File: config.mk
export PLATFORM = sky130hd
export DESIGN_NAME = sram_like_bridge
export DESIGN_NICKNAME = d
export VERILOG_FILES = /design/src/rtl/sram_like_bridge.sv
export SDC_FILE = /design/constraint.sdc
export NUM_CORES = 1
export LEC_CHECK = 0
export CORE_MARGIN = 8
export CORE_UTILIZATION = 34
export CTS_CLUSTER_SIZE = 16
export DETAILED_ROUTE_END_ITERATION = 8
export PLACE_DENSITY = 0.81
export REMOVE_ABC_BUFFERS = 1
export SETUP_SLACK_MARGIN = 0.1
export SKIP_LAST_GASP = 1
export SLEW_MARGIN = 10
export SYNTH_ARGS = -nofsm -noshare
export SYNTH_HDL_FRONTEND = slang
export SYNTH_SLANG_ARGS = --single-unit
File: constraint.sdc
create_clock -name clk -period 2.13 [get_ports clk]
set_input_delay 0.426 -clock clk [delete_from_list [all_inputs] [get_ports clk]]
set_output_delay 0.426 -clock clk [all_outputs]
set_load 0.005 [all_outputs]
File: src/rtl/sram_like_bridge.sv
// Serialises core fetch + load/store onto one req/addr_ok/data_ok bus, data first; stall_o holds the core until both are served.
// Zero-wait bus: 3-cycle stall per channel, 5 for both. SRAM_BRIDGE_PERF_EN adds saturating stall/transfer counters.
module sram_like_bridge #(
    parameter int ADDR_W = 32,
    parameter int DATA_W = 32
) (
    input  logic                  clk,
    input  logic                  resetn,
    input  logic                  inst_req_i,
    input  logic [ADDR_W-1:0]     inst_addr_i,
    output logic [DATA_W-1:0]     inst_rdata_o,
    input  logic                  data_en_i,
    input  logic [DATA_W/8-1:0]   data_wen_i,
    input  logic [ADDR_W-1:0]     data_addr_i,
    input  logic [DATA_W-1:0]     data_wdata_i,
    output logic [DATA_W-1:0]     data_rdata_o,
    output logic                  stall_o,
    output logic                  bus_req,
    output logic                  bus_wr,
    output logic [DATA_W/8-1:0]   bus_wstrb,
    output logic [ADDR_W-1:0]     bus_addr,
    output logic [DATA_W-1:0]     bus_wdata,
    input  logic                  bus_addr_ok,
    input  logic                  bus_data_ok,
    input  logic [DATA_W-1:0]     bus_rdata
`ifdef SRAM_BRIDGE_PERF_EN
    ,
    output logic [31:0]           perf_stall_cnt,
    output logic [31:0]           perf_xfer_cnt
`endif
);

    localparam int STRB_W = DATA_W / 8;

    typedef enum logic [2:0] {
        IDLE   = 3'd0,
        REQ_D  = 3'd1,
        WAIT_D = 3'd2,
        REQ_I  = 3'd3,
        WAIT_I = 3'd4
    } state_t;

    state_t state, state_nxt;
    logic   inst_done, data_done;
    logic   inst_pend, data_pend;
    logic   data_is_wr;
    logic   data_fin, inst_fin;

    assign inst_pend  = inst_req_i & ~inst_done;
    assign data_pend  = data_en_i & ~data_done;
    assign stall_o    = inst_pend | data_pend;
    assign data_is_wr = |data_wen_i;
    assign data_fin   = (state == WAIT_D) & bus_data_ok;
    assign inst_fin   = (state == WAIT_I) & bus_data_ok;

    always_comb begin
        state_nxt = state;
        bus_req   = 1'b0;
        bus_wr    = 1'b0;
        bus_wstrb = '0;
        bus_addr  = '0;
        bus_wdata = '0;
        case (state)
            IDLE: begin
                if (data_pend)      state_nxt = REQ_D;
                else if (inst_pend) state_nxt = REQ_I;
            end
            REQ_D: begin
                bus_req   = 1'b1;
                bus_wr    = data_is_wr;
                bus_wstrb = data_wen_i;
                bus_addr  = data_addr_i;
                bus_wdata = data_wdata_i;
                if (bus_addr_ok) state_nxt = WAIT_D;
            end
            WAIT_D: begin
                if (bus_data_ok) state_nxt = inst_pend ? REQ_I : IDLE;
            end
            REQ_I: begin
                bus_req  = 1'b1;
                bus_addr = inst_addr_i;
                if (bus_addr_ok) state_nxt = WAIT_I;
            end
            WAIT_I: begin
                if (bus_data_ok) state_nxt = IDLE;
            end
            default: state_nxt = IDLE;
        endcase
    end

    always_ff @(posedge clk or negedge resetn) begin
        if (!resetn) state <= IDLE;
        else         state <= state_nxt;
    end

    // Done flags live for one core cycle: they clear on the edge where the core advances.
    always_ff @(posedge clk or negedge resetn) begin
        if (!resetn) begin
            inst_done <= 1'b0;
            data_done <= 1'b0;
        end else if (!stall_o) begin
            inst_done <= 1'b0;
            data_done <= 1'b0;
        end else begin
            if (data_fin) data_done <= 1'b1;
            if (inst_fin) inst_done <= 1'b1;
        end
    end

    always_ff @(posedge clk or negedge resetn) begin
        if (!resetn) begin
            inst_rdata_o <= '0;
            data_rdata_o <= '0;
        end else begin
            if (data_fin && !data_is_wr) data_rdata_o <= bus_rdata;
            if (inst_fin)                inst_rdata_o <= bus_rdata;
        end
    end

`ifdef SRAM_BRIDGE_PERF_EN
    always_ff @(posedge clk or negedge resetn) begin
        if (!resetn) begin
            perf_stall_cnt <= '0;
            perf_xfer_cnt  <= '0;
        end else begin
            if (stall_o && (perf_stall_cnt != 32'hFFFF_FFFF))
                perf_stall_cnt <= perf_stall_cnt + 32'd1;
            if ((data_fin || inst_fin) && (perf_xfer_cnt != 32'hFFFF_FFFF))
                perf_xfer_cnt <= perf_xfer_cnt + 32'd1;
        end
    end
`endif

    logic unused_strb_w;
    assign unused_strb_w = (STRB_W == DATA_W / 8);

endmodule

; Word-level counts from Yosys, hierarchy flattened
; Cells that the tools add are included.
[word_totals]
ff_bits = 69
latchBits = 0
ram_bits = 0
romBits = 0
inputBits = 138
out_inout_bits = 135
mem_count = 0
[op_classes]
n_addsub = 0
n_mul = 0
div_mod_pow = 0
order_cmp = 0
eq_ne = 11
n_shift = 0
n_mux = 17
n_bitwise = 7
n_reduce_logical = 6
[op_table]
columns = op, count
row1 = $pmux 32 s2, 1
row2 = $mux 32, 1
row3 = $mux 3, 6
row4 = $pmux 3 s5, 1
row5 = $ne 2x2->1 const B, 4
row6 = $eq 3x2->1 const B, 2
row7 = $mux 1, 6
row8 = $reduce_and 5->1, 1
row9 = $and 1x1->1, 4
row10 = $mux 4, 1
row11 = $ne 2x1->1 const B, 2
row12 = $reduce_or 4->1, 1
row13 = $eq 3x1->1 const B, 1
row14 = $eq 3x3->1 const B, 1
row15 = $logic_not 3->1, 1
row16 = $ne 3x3->1 const B, 1
row17 = $mux 2, 1
row18 = $not 1->1, 2
row19 = $reduce_or 2->1, 1
row20 = $logic_and 1x1->1, 1
row21 = $logic_not 1->1, 1
row22 = $or 1x1->1, 1

; Logic depth before layout (Yosys ltp)
[logic_depth]
ltp_word = 5
ltp_mapped = 6

; Worst setup path before layout
; No wires, ideal clock.
[synth_timing]
kind = reg-to-output
start = register state[1]
end = output bus_wdata[10]
t_arrival_ns = 1.268
t_required_ns = 1.704
slack_ns = 0.436
stages_incl_launch_ff = 6
path_buffers = 3
cell_sequence = dfrtp_1 > buf_6 > nor2_1 > clkbuf_1 > clkbuf_1 > and3_1
[synth_between]
elab_chain_cells = 2
[synth_lines]
columns = item, line_no
row1 = start: declaration, 43  ; state_t state, state_nxt;
row2 = start signal: assignment, 93  ; else state <= state_nxt;
row3 = $eq 3x1->1, 63  ; case (state)
row4 = $mux 32, 63
row5 = end: declaration, 22  ; output logic [DATA_W-1:0] bus_wdata,
; No other way between the ends.

; Worst setup path after layout
[layout_timing]
start = register state[1]
end = output bus_addr[1]
[layout_between]
elab_chain_cells = 2
elab_cells_between_ends = 3
classes_between = 2 x eq/ne / 1 x mux
[layout_lines]
columns = item, line_no
row1 = $eq 3x2->1 or $eq 3x1->1 (tied branches), 63
row2 = $pmux 32 s2 (*), 63
row3 = end: declaration, 21  ; output logic [ADDR_W-1:0] bus_addr,
; Every way passes the cells marked *; elsewhere a longest branch is shown, timed or not.

==> impl_summary.log <==
INFO  metric status = finished with violations
INFO  metric violated_checks = setup timing
INFO  metric post_cts_setup_inserts = 0
INFO  metric die_area = 14000 um^2
INFO  metric rsz0062_at_grt = true
INFO  metric first_pass_grt_wire_length = 21.1 mm
INFO  metric worst-r2r-cell-count = 4
INFO  metric io_buffer_count = 272
INFO  metric detailed_place_hpwl = 11.4 mm
INFO  metric placedCellCount = 682
INFO  metric dpl_cell_area = 6470 um^2
INFO  metric seq_power_share = 0.284
INFO  metric fraction_of_synthesized_area_in_multiplexers = 0.323
INFO  metric number_of_buffers_inserted_during_clock_tree_synthesis = 9
INFO  metric floorplan.initialDensity = 0.348
INFO  metric globalRouteTotalUtil = 0.191
INFO  metric clk_path_buf_depth = 2
INFO  metric timing.max_cap.violations = 0
INFO  metric total_switching_power = 2.53 mW
INFO  metric synth_largest_type_area_fraction = 0.483
INFO  metric timing.reg2reg.setup_slack = 330 ps
INFO  metric critical_path_cell_by_cell = buf_12 -> mux2i_1 -> nor2_1 -> clkdlybuf4s50_1
INFO  metric max_stage_delay = 520 ps
INFO  metric synth-warning-count = 0
INFO  metric route.antenna.remaining_nets = 0
INFO  metric grt_start_max_net_pins = 70
INFO  metric ys_seq_area_frac = 0.483
INFO  metric max_freq = 448 MHz
INFO  metric synth-simple-area-share = 0.135
INFO  metric core = 10300 um^2
INFO  metric wirelength = 14.1 mm
INFO  metric cts.sinks = 69
INFO  metric clkSlewWorstSetupHoldPaths = 80 ps
INFO  metric timing.critical_path.to_type = output pin
INFO  metric top_level_ports = 273
INFO  metric timing.critical_path.slowest_stage_cell = sky130_fd_sc_hd__clkdlybuf4s50_1
INFO  metric synth.distinct_cells = 27
INFO  metric drtIter0Drc = 198
INFO  metric grt_remaining_overflow = 0
INFO  metric main_combinational_cell_family_by_area_after_synthesis = multiplexers
INFO  metric ir_drop = 0.000758 V
INFO  metric clk_latency = 330 ps
INFO  metric final.fill_count = 817
INFO  metric post-synth-top-area-cell = sky130_fd_sc_hd__dfrtp_1
INFO  metric ys_top_cells_by_area = sky130_fd_sc_hd__dfrtp_1 48%, sky130_fd_sc_hd__mux2_4 13%, sky130_fd_sc_hd__mux2i_1 9.0%
INFO  metric power_per_cell_area = 1190 nW/um^2
INFO  metric firstDrtPassIters = 4
INFO  metric timing.critical_path.buf_inv = 2
INFO  metric comb_power_share = 0.595
INFO  metric syn_area = 3570 um^2
INFO  metric crit_path_max_fanout = 37
INFO  metric post-route-worst-setup-slack = -103 ps
INFO  metric cts_max_level = 3
INFO  metric rr_endpoint = inst_rdata_o[26]
INFO  metric worstPathArrival = 1810 ps
INFO  metric number_of_global_route_vias_before_repair = 3521
INFO  metric worst_ep_required_time = 1700 ps
INFO  metric p_int = 5.49 mW
INFO  metric worst-slew-pin-transition = 381 ps
INFO  metric routabilityCongestion = 0.839
INFO  metric timing.hold.worst.class = in2async
INFO  metric netSwitchingFraction = 0.315
INFO  metric synth_edf_count = 0
INFO  metric design_power_total = 8.02 mW
INFO  metric clock_power_share = 0.121
INFO  metric layout-area-overhead-vs-synth = 88.4%
INFO  metric max_slew_margin = 0.746
INFO  metric power.leakage = 3.24 nW
INFO  metric final_period_minus_worst_setup_slack = 2230 ps
INFO  metric clockRootBuffer = sky130_fd_sc_hd__clkbuf_8
INFO  metric final.period_utilization = 1.05
INFO  metric path_class = reg2out
INFO  metric tritoncts = built
INFO  metric avgSynthCellArea = 12.4 um^2
INFO  metric avgViaCountPerCell = 4.70
INFO  metric route.detailed.wl_per_inst = 20.1 um
INFO  metric number_of_pins_exceeding_their_max_slew_limit_in_the_final_report = 0
INFO  metric floorplan.rows = 37
INFO  metric setup_viol_count_final = 60
INFO  metric synth-async-reset-ratio = 1.00
INFO  metric layout.cell_area.non_filler = 6730 um^2
INFO  metric r2r_path_start = state[1]
INFO  metric dominantRegCellSynth = sky130_fd_sc_hd__dfrtp_1
INFO  metric synth_adder_area_share = 0
INFO  metric finish.cell_count_without_fillers = 701
INFO  metric route.detailed.drc = 0
INFO  metric final.setup_skew = 11.1 ps
INFO  metric synthXorXnorAreaFrac = 0
INFO  metric fp.dieH = 119 um
INFO  metric timing_hold_violations_final = 0
INFO  metric postSynthCellCount = 287
INFO  metric antenna_violations_before_repair = 2
INFO  metric compound_gate_portion_of_the_synthesized_area = 0.0147
INFO  metric dieWidth = 119 um
INFO  metric synth.ff_latch_count = 69
INFO  metric startpoint_class_of_the_critical_path = register
INFO  metric critPathTopFamily = buffers and inverters
INFO  metric routed-via-count = 3298
INFO  metric fin_nets = 696
INFO  metric drive_above_1_share = 0.155
==> worst max-delay path by stage <==
stage | slack (ps) | depth (start not counted) | startpoint | to
2_1_floorplan | -2910 | 2 | state[1] | inst_rdata_o[11]
3_3_place_gp | -30 | 4 | data_wen_i[2] | bus_wr
3_5_place_dp | -80 | 4 | data_wen_i[2] | bus_wr
4_1_cts | -130 | 4 | state[2] | bus_wdata[30]
5_1_grt | -200 | 4 | state[1] | bus_addr[24]
6_report | -100 | 4 | state[1] | bus_addr[1]
==> flip-flops by register name, summed over array words and instances (netlist names) <==
name,flops
data_done,1
data_rdata_o,32
inst_done,1
inst_rdata_o,32
state,3
==> power by group through the flow <==
stage	Clock (mW)	Combinational, mW	Sequential, mW
floorplan	0	1.53	2.46
CTS	1.01	4.78	2.27
detailed placement	0	4.75	2.27
global route	1.06	5.10	2.35
global placement	0	4.65	2.24
finish	0.972	4.77	2.27
==> area by class of cell <==
| class | instances | area (um^2) | area share |
|---|---|---|---|
| well taps | 136 | 170 | 0.0253 |
| inverters | 2 | 7.51 | 0.00112 |
| multi-input cells | 192 | 1720 | 0.255 |
| clock inverters | 4 | 30.0 | 0.00446 |
| clock buffers | 12 | 155 | 0.0230 |
| diodes | 2 | 5.00 | 0.000743 |
| flip-flops and latches | 69 | 1730 | 0.257 |
| repair buffers | 284 | 2920 | 0.433 |
==> cells in the mapped netlist, types with 2 or more instances <==
library cell,n
sky130_fd_sc_hd__clkbuf_1,12
sky130_fd_sc_hd__buf_6,7
sky130_fd_sc_hd__mux2_1,17
sky130_fd_sc_hd__o21ai_0,2
sky130_fd_sc_hd__nand2b_1,3
sky130_fd_sc_hd__nand2_1,2
sky130_fd_sc_hd__mux2_4,30
sky130_fd_sc_hd__inv_1,2
sky130_fd_sc_hd__mux2i_1,32
sky130_fd_sc_hd__dfrtp_1,69
sky130_fd_sc_hd__nor2_1,39
sky130_fd_sc_hd__buf_2,5
sky130_fd_sc_hd__mux2_2,17
sky130_fd_sc_hd__nor3_1,2
sky130_fd_sc_hd__and3_1,36
==> cells by family (layout without fill, tap and decap cells) <==
group	Yosys count	count (layout)
compound gates	6	6
flops	69	69
other cells	0	2
mux	96	96
simple gates	90	90
buf+inv	26	302
==> metal layers <==
layer	up-vias	routed length, um	global-route usage
met5	-	0	0
met4	0	230	0.0593
met3	18	1160	0.0752
met2	149	7180	0.335
met1	1584	5500	0.209
li1	1547	-	-
==> layout by cell type (no fill, tap or decap), types with 2 or more instances in the layout <==
cell / instances
sky130_fd_sc_hd__and3_1: 36
sky130_fd_sc_hd__buf_12: 5
sky130_fd_sc_hd__buf_4: 5
sky130_fd_sc_hd__clkbuf_8: 11
sky130_fd_sc_hd__clkdlybuf4s50_1: 260
sky130_fd_sc_hd__dfrtp_1: 67
sky130_fd_sc_hd__dfrtp_2: 2
sky130_fd_sc_hd__diode_2: 2
sky130_fd_sc_hd__dlygate4sd2_1: 2
sky130_fd_sc_hd__dlymetal6s2s_1: 9
sky130_fd_sc_hd__inv_1: 2
sky130_fd_sc_hd__mux2_1: 17
sky130_fd_sc_hd__mux2_2: 17
sky130_fd_sc_hd__mux2_4: 30
sky130_fd_sc_hd__mux2i_1: 32
sky130_fd_sc_hd__nand2_1: 2
sky130_fd_sc_hd__nand2b_1: 2
sky130_fd_sc_hd__nand2b_4: 2
sky130_fd_sc_hd__nor2_1: 38
sky130_fd_sc_hd__nor3_1: 2
sky130_fd_sc_hd__o21ai_0: 2
==> what timing repair did <==
item / 4_1_cts / 5_1_grt
pin swaps: 0 / 1
cloned: 0 / 1
resized for setup: 5 / 12
hold buffers: 0 / 0
setup endpoints to repair: 71 / 70
==> metrics by stage <==
step | worst slack, ps | setup TNS, ps | util | hold WS (ps)
after floorplan | -2910 | -139550 | - | 130
after global placement | -31.4 | -357 | 0.630 | 467
after detailed placement | -83.7 | -555 | 0.630 | 475
after CTS | -131 | -5580 | 0.649 | 102
after global routing | -200 | -9380 | 0.655 | 103
final | -103 | -3960 | 0.655 | 89.5
(Power assumes the default switching activity.)
